<file path="config.mk">
export PLATFORM = sky130hd
export DESIGN_NAME = reverb_template_s2m_fifo_ffta
export DESIGN_NICKNAME = d
export VERILOG_FILES = /design/src/rtl/reverb_template_s2m_fifo_ffta.sv
export SDC_FILE = /design/constraint.sdc
export NUM_CORES = 2
export LEC_CHECK = 0
export ABC_AREA = 0
export CORE_ASPECT_RATIO = 2
export CORE_MARGIN = 2
export CORE_UTILIZATION = 50
export DETAILED_ROUTE_END_ITERATION = 16
export PLACE_DENSITY_LB_ADDON = 0.1
export SLEW_MARGIN = 20
export SYNTH_ARGS = -nofsm -noshare
export SYNTH_HDL_FRONTEND = slang
export SYNTH_SLANG_ARGS = --single-unit
</file>
<file path="constraint.sdc">
create_clock -name rdclock -period 3.1 [get_ports rdclock]
set_input_delay 0.62 -clock rdclock [delete_from_list [all_inputs] [get_ports rdclock]]
set_output_delay 0.62 -clock rdclock [all_outputs]
set_load 0.05 [all_outputs]
</file>
<file path="src/rtl/reverb_template_s2m_fifo_ffta.sv">
// Streaming-to-memory-mapped FIFO: Avalon-ST samples in, Avalon-MM reads out.
// Address 0 pops one word; address 1 returns the occupancy/empty/full status word.
module reverb_template_s2m_fifo_ffta #(
  parameter int DATA_WIDTH = 32,
  parameter int DEPTH      = 64,
  parameter int ADDR_WIDTH = 6
) (
  input  logic                  rdclock,
  input  logic                  reset_n,
  input  logic [DATA_WIDTH-1:0] avalonst_sink_data,
  input  logic                  avalonst_sink_valid,
  output logic                  avalonst_sink_ready,
  input  logic                  avalonmm_read_slave_address,
  input  logic                  avalonmm_read_slave_read,
  output logic                  avalonmm_read_slave_waitrequest,
  output logic [DATA_WIDTH-1:0] avalonmm_read_slave_readdata,
  output logic                  avalonmm_read_slave_readdatavalid,
  output logic [ADDR_WIDTH:0]   fill_level
);

  localparam logic [ADDR_WIDTH-1:0] PTR_ONE  = ADDR_WIDTH'(1);
  localparam logic [ADDR_WIDTH:0]   CNT_ONE  = (ADDR_WIDTH+1)'(1);
  localparam logic [ADDR_WIDTH:0]   CNT_FULL = (ADDR_WIDTH+1)'(DEPTH);

  logic [DATA_WIDTH-1:0] mem [DEPTH];

  logic [ADDR_WIDTH-1:0] wr_ptr_q, wr_ptr_d;
  logic [ADDR_WIDTH-1:0] rd_ptr_q, rd_ptr_d;
  logic [ADDR_WIDTH:0]   count_q, count_d;
  logic [DATA_WIDTH-1:0] readdata_q, readdata_d;
  logic                  readdatavalid_q, readdatavalid_d;

  logic                  full, empty, push, pop, rd_accept;
  logic [DATA_WIDTH-1:0] status_word;

  assign full  = (count_q == CNT_FULL);
  assign empty = (count_q == '0);

  // Ready and waitrequest depend only on reset and registered occupancy, so the
  // MM read never combinationally gates the stream side.
  assign avalonst_sink_ready             = reset_n & ~full;
  assign avalonmm_read_slave_waitrequest = ~reset_n |
      (avalonmm_read_slave_read & ~avalonmm_read_slave_address & empty);

  assign push      = avalonst_sink_valid & avalonst_sink_ready;
  assign rd_accept = avalonmm_read_slave_read & ~avalonmm_read_slave_waitrequest;
  assign pop       = rd_accept & ~avalonmm_read_slave_address;

  // NOTE: every combinational output gets a default first so no latch is inferred.
  always_comb begin
    status_word                 = '0;
    status_word[ADDR_WIDTH:0]   = count_q;
    status_word[16]             = empty;
    status_word[17]             = full;
  end

  always_comb begin
    wr_ptr_d        = wr_ptr_q;
    rd_ptr_d        = rd_ptr_q;
    count_d         = count_q;
    readdata_d      = readdata_q;
    readdatavalid_d = rd_accept;

    if (push) wr_ptr_d = wr_ptr_q + PTR_ONE;
    if (pop)  rd_ptr_d = rd_ptr_q + PTR_ONE;

    unique case ({push, pop})
      2'b10:   count_d = count_q + CNT_ONE;
      2'b01:   count_d = count_q - CNT_ONE;
      default: count_d = count_q;
    endcase

    if (rd_accept)
      readdata_d = avalonmm_read_slave_address ? status_word : mem[rd_ptr_q];
  end

  // NOTE: sequential state uses non-blocking assignments so every flop samples
  // the pre-edge value of its neighbours.
  always_ff @(posedge rdclock or negedge reset_n) begin
    if (!reset_n) begin
      wr_ptr_q        <= '0;
      rd_ptr_q        <= '0;
      count_q         <= '0;
      readdata_q      <= '0;
      readdatavalid_q <= 1'b0;
    end else begin
      wr_ptr_q        <= wr_ptr_d;
      rd_ptr_q        <= rd_ptr_d;
      count_q         <= count_d;
      readdata_q      <= readdata_d;
      readdatavalid_q <= readdatavalid_d;
    end
  end

  // NOTE: the storage array is deliberately not reset; the pointers and count
  // define which entries are valid, and leaving it unreset lets it map to RAM.
  always_ff @(posedge rdclock) begin
    if (push) mem[wr_ptr_q] <= avalonst_sink_data;
  end

  assign avalonmm_read_slave_readdata      = readdata_q;
  assign avalonmm_read_slave_readdatavalid = readdatavalid_q;
  assign fill_level                        = count_q;

endmodule

</file>
==> flow_summary.json <==
{
  "status": "completed",
  "synth_ff_type": "edfxtp_1",
  "fin_crit_ns": 3.04,
  "hp-class": "input pin to register",
  "initial_core_util_pct": 50.3,
  "ys_types": 52,
  "intPower_uw": 54300,
  "cts_tree": "built",
  "clkSinkCount": 2100,
  "antenna_left": 0,
  "layout_common_cells": "2048 x edfxtp_1, 501 x mux4_2, 253 x buf_4",
  "stdcell_area_mm2": 0.0931,
  "die_h_um": 572,
  "crit_arrival_ns": 3.75,
  "switching_share_pct": 30.0,
  "syn_nets": 3628,
  "drv_slew": 0,
  "areaGrowthSynthToFinish_pct": 15.3,
  "drv_cap": 0,
  "vias_per_cell": 6.19,
  "clk_pin_slew_ns": 0.07,
  "grt_max_degree": 65,
  "root_buffer": "clkbuf_16",
  "period_share_pct": 98.1,
  "syn_avg_cell_area_um2": 22.6,
  "p_per_area_mw_per_mm2": 832,
  "nets": 4052,
  "multi_input_area_mm2": 0.0174,
  "core-area_mm2": 0.161,
  "drtIter0Drc": 3807,
  "clk_latency_ns": 0.82,
  "fp-row-count": 208,
  "ys_ff_latch": 2100,
  "rsz0062_at_grt": "false",
  "synth_area_leaders": "edfxtp_1 76%, mux4_2 14%, mux2i_1 2.9%, dfrtp_1 1.6%, a22oi_1 0.59%",
  "grt_pass1_vias": 41172,
  "ir_worst_vdd_uv": 626,
  "worstSetupPathType": "register to register",
  "cp_top_family": "multiplexers",
  "path_cells": "buf_12 > mux4_2 > mux2i_1 > buf_4 > a22oi_1 > o21ai_1 > buf_4 > nand3_1 > buf_4 > a22o_1",
  "grt_pass1_wl_um": 301000,
  "cp_num_buf_inv": 4,
  "cp_max_fo": 13,
  "synth_top_area_share_pct": 76.1,
  "crit_slowest_cell": "dfrtp_4",
  "drt_pass1_iterations": 5,
  "pwr-share-seq_pct": 42.0,
  "synthArstFlopShare_pct": 2.48,
  "cts_buffers": 183,
  "synthCells": 3582,
  "regArea_mm2": 0.0628,
  "dp_hpwl_um": 135000,
  "placed_cell_area_mm2": 0.0875,
  "hold_viol": 0,
  "io_pins": 79,
  "vias": 38630,
  "final_common_cell": "edfxtp_1",
  "switchingPower_uw": 23200,
  "ys_seq_area_share_pct": 77.7,
  "die_w_um": 288,
  "tightest_slew_ns": 0.937,
  "required_ns": 3.81,
  "place_ws_ns": -0.362,
  "netlist_area_mm2": 0.0808,
  "drc": 0,
  "endpoint_kind": "register",
  "totalWireLength_um": 212000,
  "max_freq_mhz": 329,
  "fillers": 11492,
  "cts_buffer_depth": 4,
  "yosysTopAreaCell": "edfxtp_1",
  "fp.dieArea_mm2": 0.165,
  "slew_headroom_pct": 37.5,
  "path_common_cell": "buf_4",
  "fin_ws_ns": 0.0578,
  "antenna_found_initial": 12,
  "synth_edf_count": 2048,
  "routedWlPerCell_um": 33.9,
  "cp-start-kind": "register",
  "htreeDepth": 4,
  "portBuffers": 78,
  "yosys_warnings": 0,
  "pwr-share-comb_pct": 29.6,
  "clock_power_share_pct": 28.3,
  "layout-drive-gt1-share_pct": 30.0,
  "setup_viol": 0,
  "track_usage_pct": 26.1,
  "p_leak_uw": 0.0297,
  "grt_overflow": 0,
  "skew_ns": 0.0361,
  "critical-path-max-stage-delay_ns": 0.57,
  "setup_tns_ns": 0,
  "gp_congestion": 0.849
}
==> power groups by stage <==
stage	clock network [uW]	registers [uW]	logic [uW]
floorplan	0	33600	14100
global placement	0	33200	23000
detailed placement	0	33200	23200
CTS	22400	32600	23300
global route	23300	32600	24200
finish	21900	32600	23000
==> synth_stat cells (5+ instances only) <==
library cell / instances
buf_6: 15
nor2b_1: 25
o21ai_0: 12
xor2_1: 5
o221ai_1: 14
o21ai_1: 21
a221o_1: 5
dfrtp_1: 52
mux2_2: 16
nand3_1: 61
buf_4: 38
a211oi_1: 18
ha_1: 8
edfxtp_1: 2048
and2_1: 5
mux2i_1: 233
a21oi_1: 56
nor2_1: 77
clkbuf_1: 50
buf_2: 73
mux4_2: 501
o211ai_1: 16
nand2_1: 77
a22oi_1: 63
inv_1: 11
a22o_1: 9
xnor2_1: 9
nand2b_1: 6
buf_1: 19
==> what timing repair did <==
item / in CTS / in global routing
endpoints found under the setup margin: 0 / 2
hold endpoints to repair: 52 / 0
buffers inserted: 0 / 3
hold buffers: 1 / 0
gates resized for setup: 0 / 5
==> layout make-up <==
class,instances,area share [%]
inverters,12,0.0484
multi-input cells,1274,18.7
clock buffers,228,5.19
flip-flops and latches,2100,67.5
diodes,2,0.00538
well taps,2100,2.82
repair buffers,435,4.96
clock inverters,93,0.804
==> routing by layer <==
layer  vias up  share of wire, %  global-route usage [%]
li1      15967                 -                       -
met1     21093                36                    31.1
met2      1187                55                    48.3
met3       381               4.4                    2.71
met4         2               4.3                    10.5
met5         -            0.0075                       0
==> path summary, 6_finish.rpt <==
kind,from,end,slack [ns],cells past startpoint
min in group asynchronous,reset_n,fill_level[4],0.49,3
hold reg to reg,wr_ptr_q[2],wr_ptr_q[2],0.51,1
setup / recovery,rd_ptr_q[0],avalonmm_read_slave_readdata[5],0.06,10
max in group asynchronous,reset_n,avalonmm_read_slave_readdata[19],2.13,3
hold / removal,avalonst_sink_data[10],mem[5][10],0.25,1
setup reg to reg,rd_ptr_q[0],avalonmm_read_slave_readdata[5],0.06,10
==> cells by family after synthesis <==
| family | Yosys count | synth area share [%] |
|---|---|---|
| buffers and inverters | 208 | 1.40 |
| adder cells (fa/ha/maj) | 9 | 0.149 |
| flip-flops | 2100 | 77.7 |
| XOR/XNOR | 14 | 0.152 |
| AO/OA/AOI/OAI | 236 | 1.99 |
| multiplexers | 750 | 17.1 |
| AND/OR/NAND/NOR | 265 | 1.49 |
==> flip-flops by register name (all words and copies together), names as in the netlist <==
signal,cells
fill_level,7
mem,2048
wr_ptr_q,6
rd_ptr_q,6
avalonmm_read_slave_readdata,32
avalonmm_read_slave_readdatavalid,1
==> per-stage QoR <==
stage	total power [uW]	instances	utilization (%)	hold WS [ns]
final	77500	6244	58.0	0.245
after global routing	80100	6244	58.0	0.228
after CTS	78300	6239	57.9	0.200
after detailed placement	56400	5917	54.5	0.478
after global placement	56200	5917	54.5	0.473
after floorplan	47800	3582	-	0.324
(Power assumes the default switching activity.)
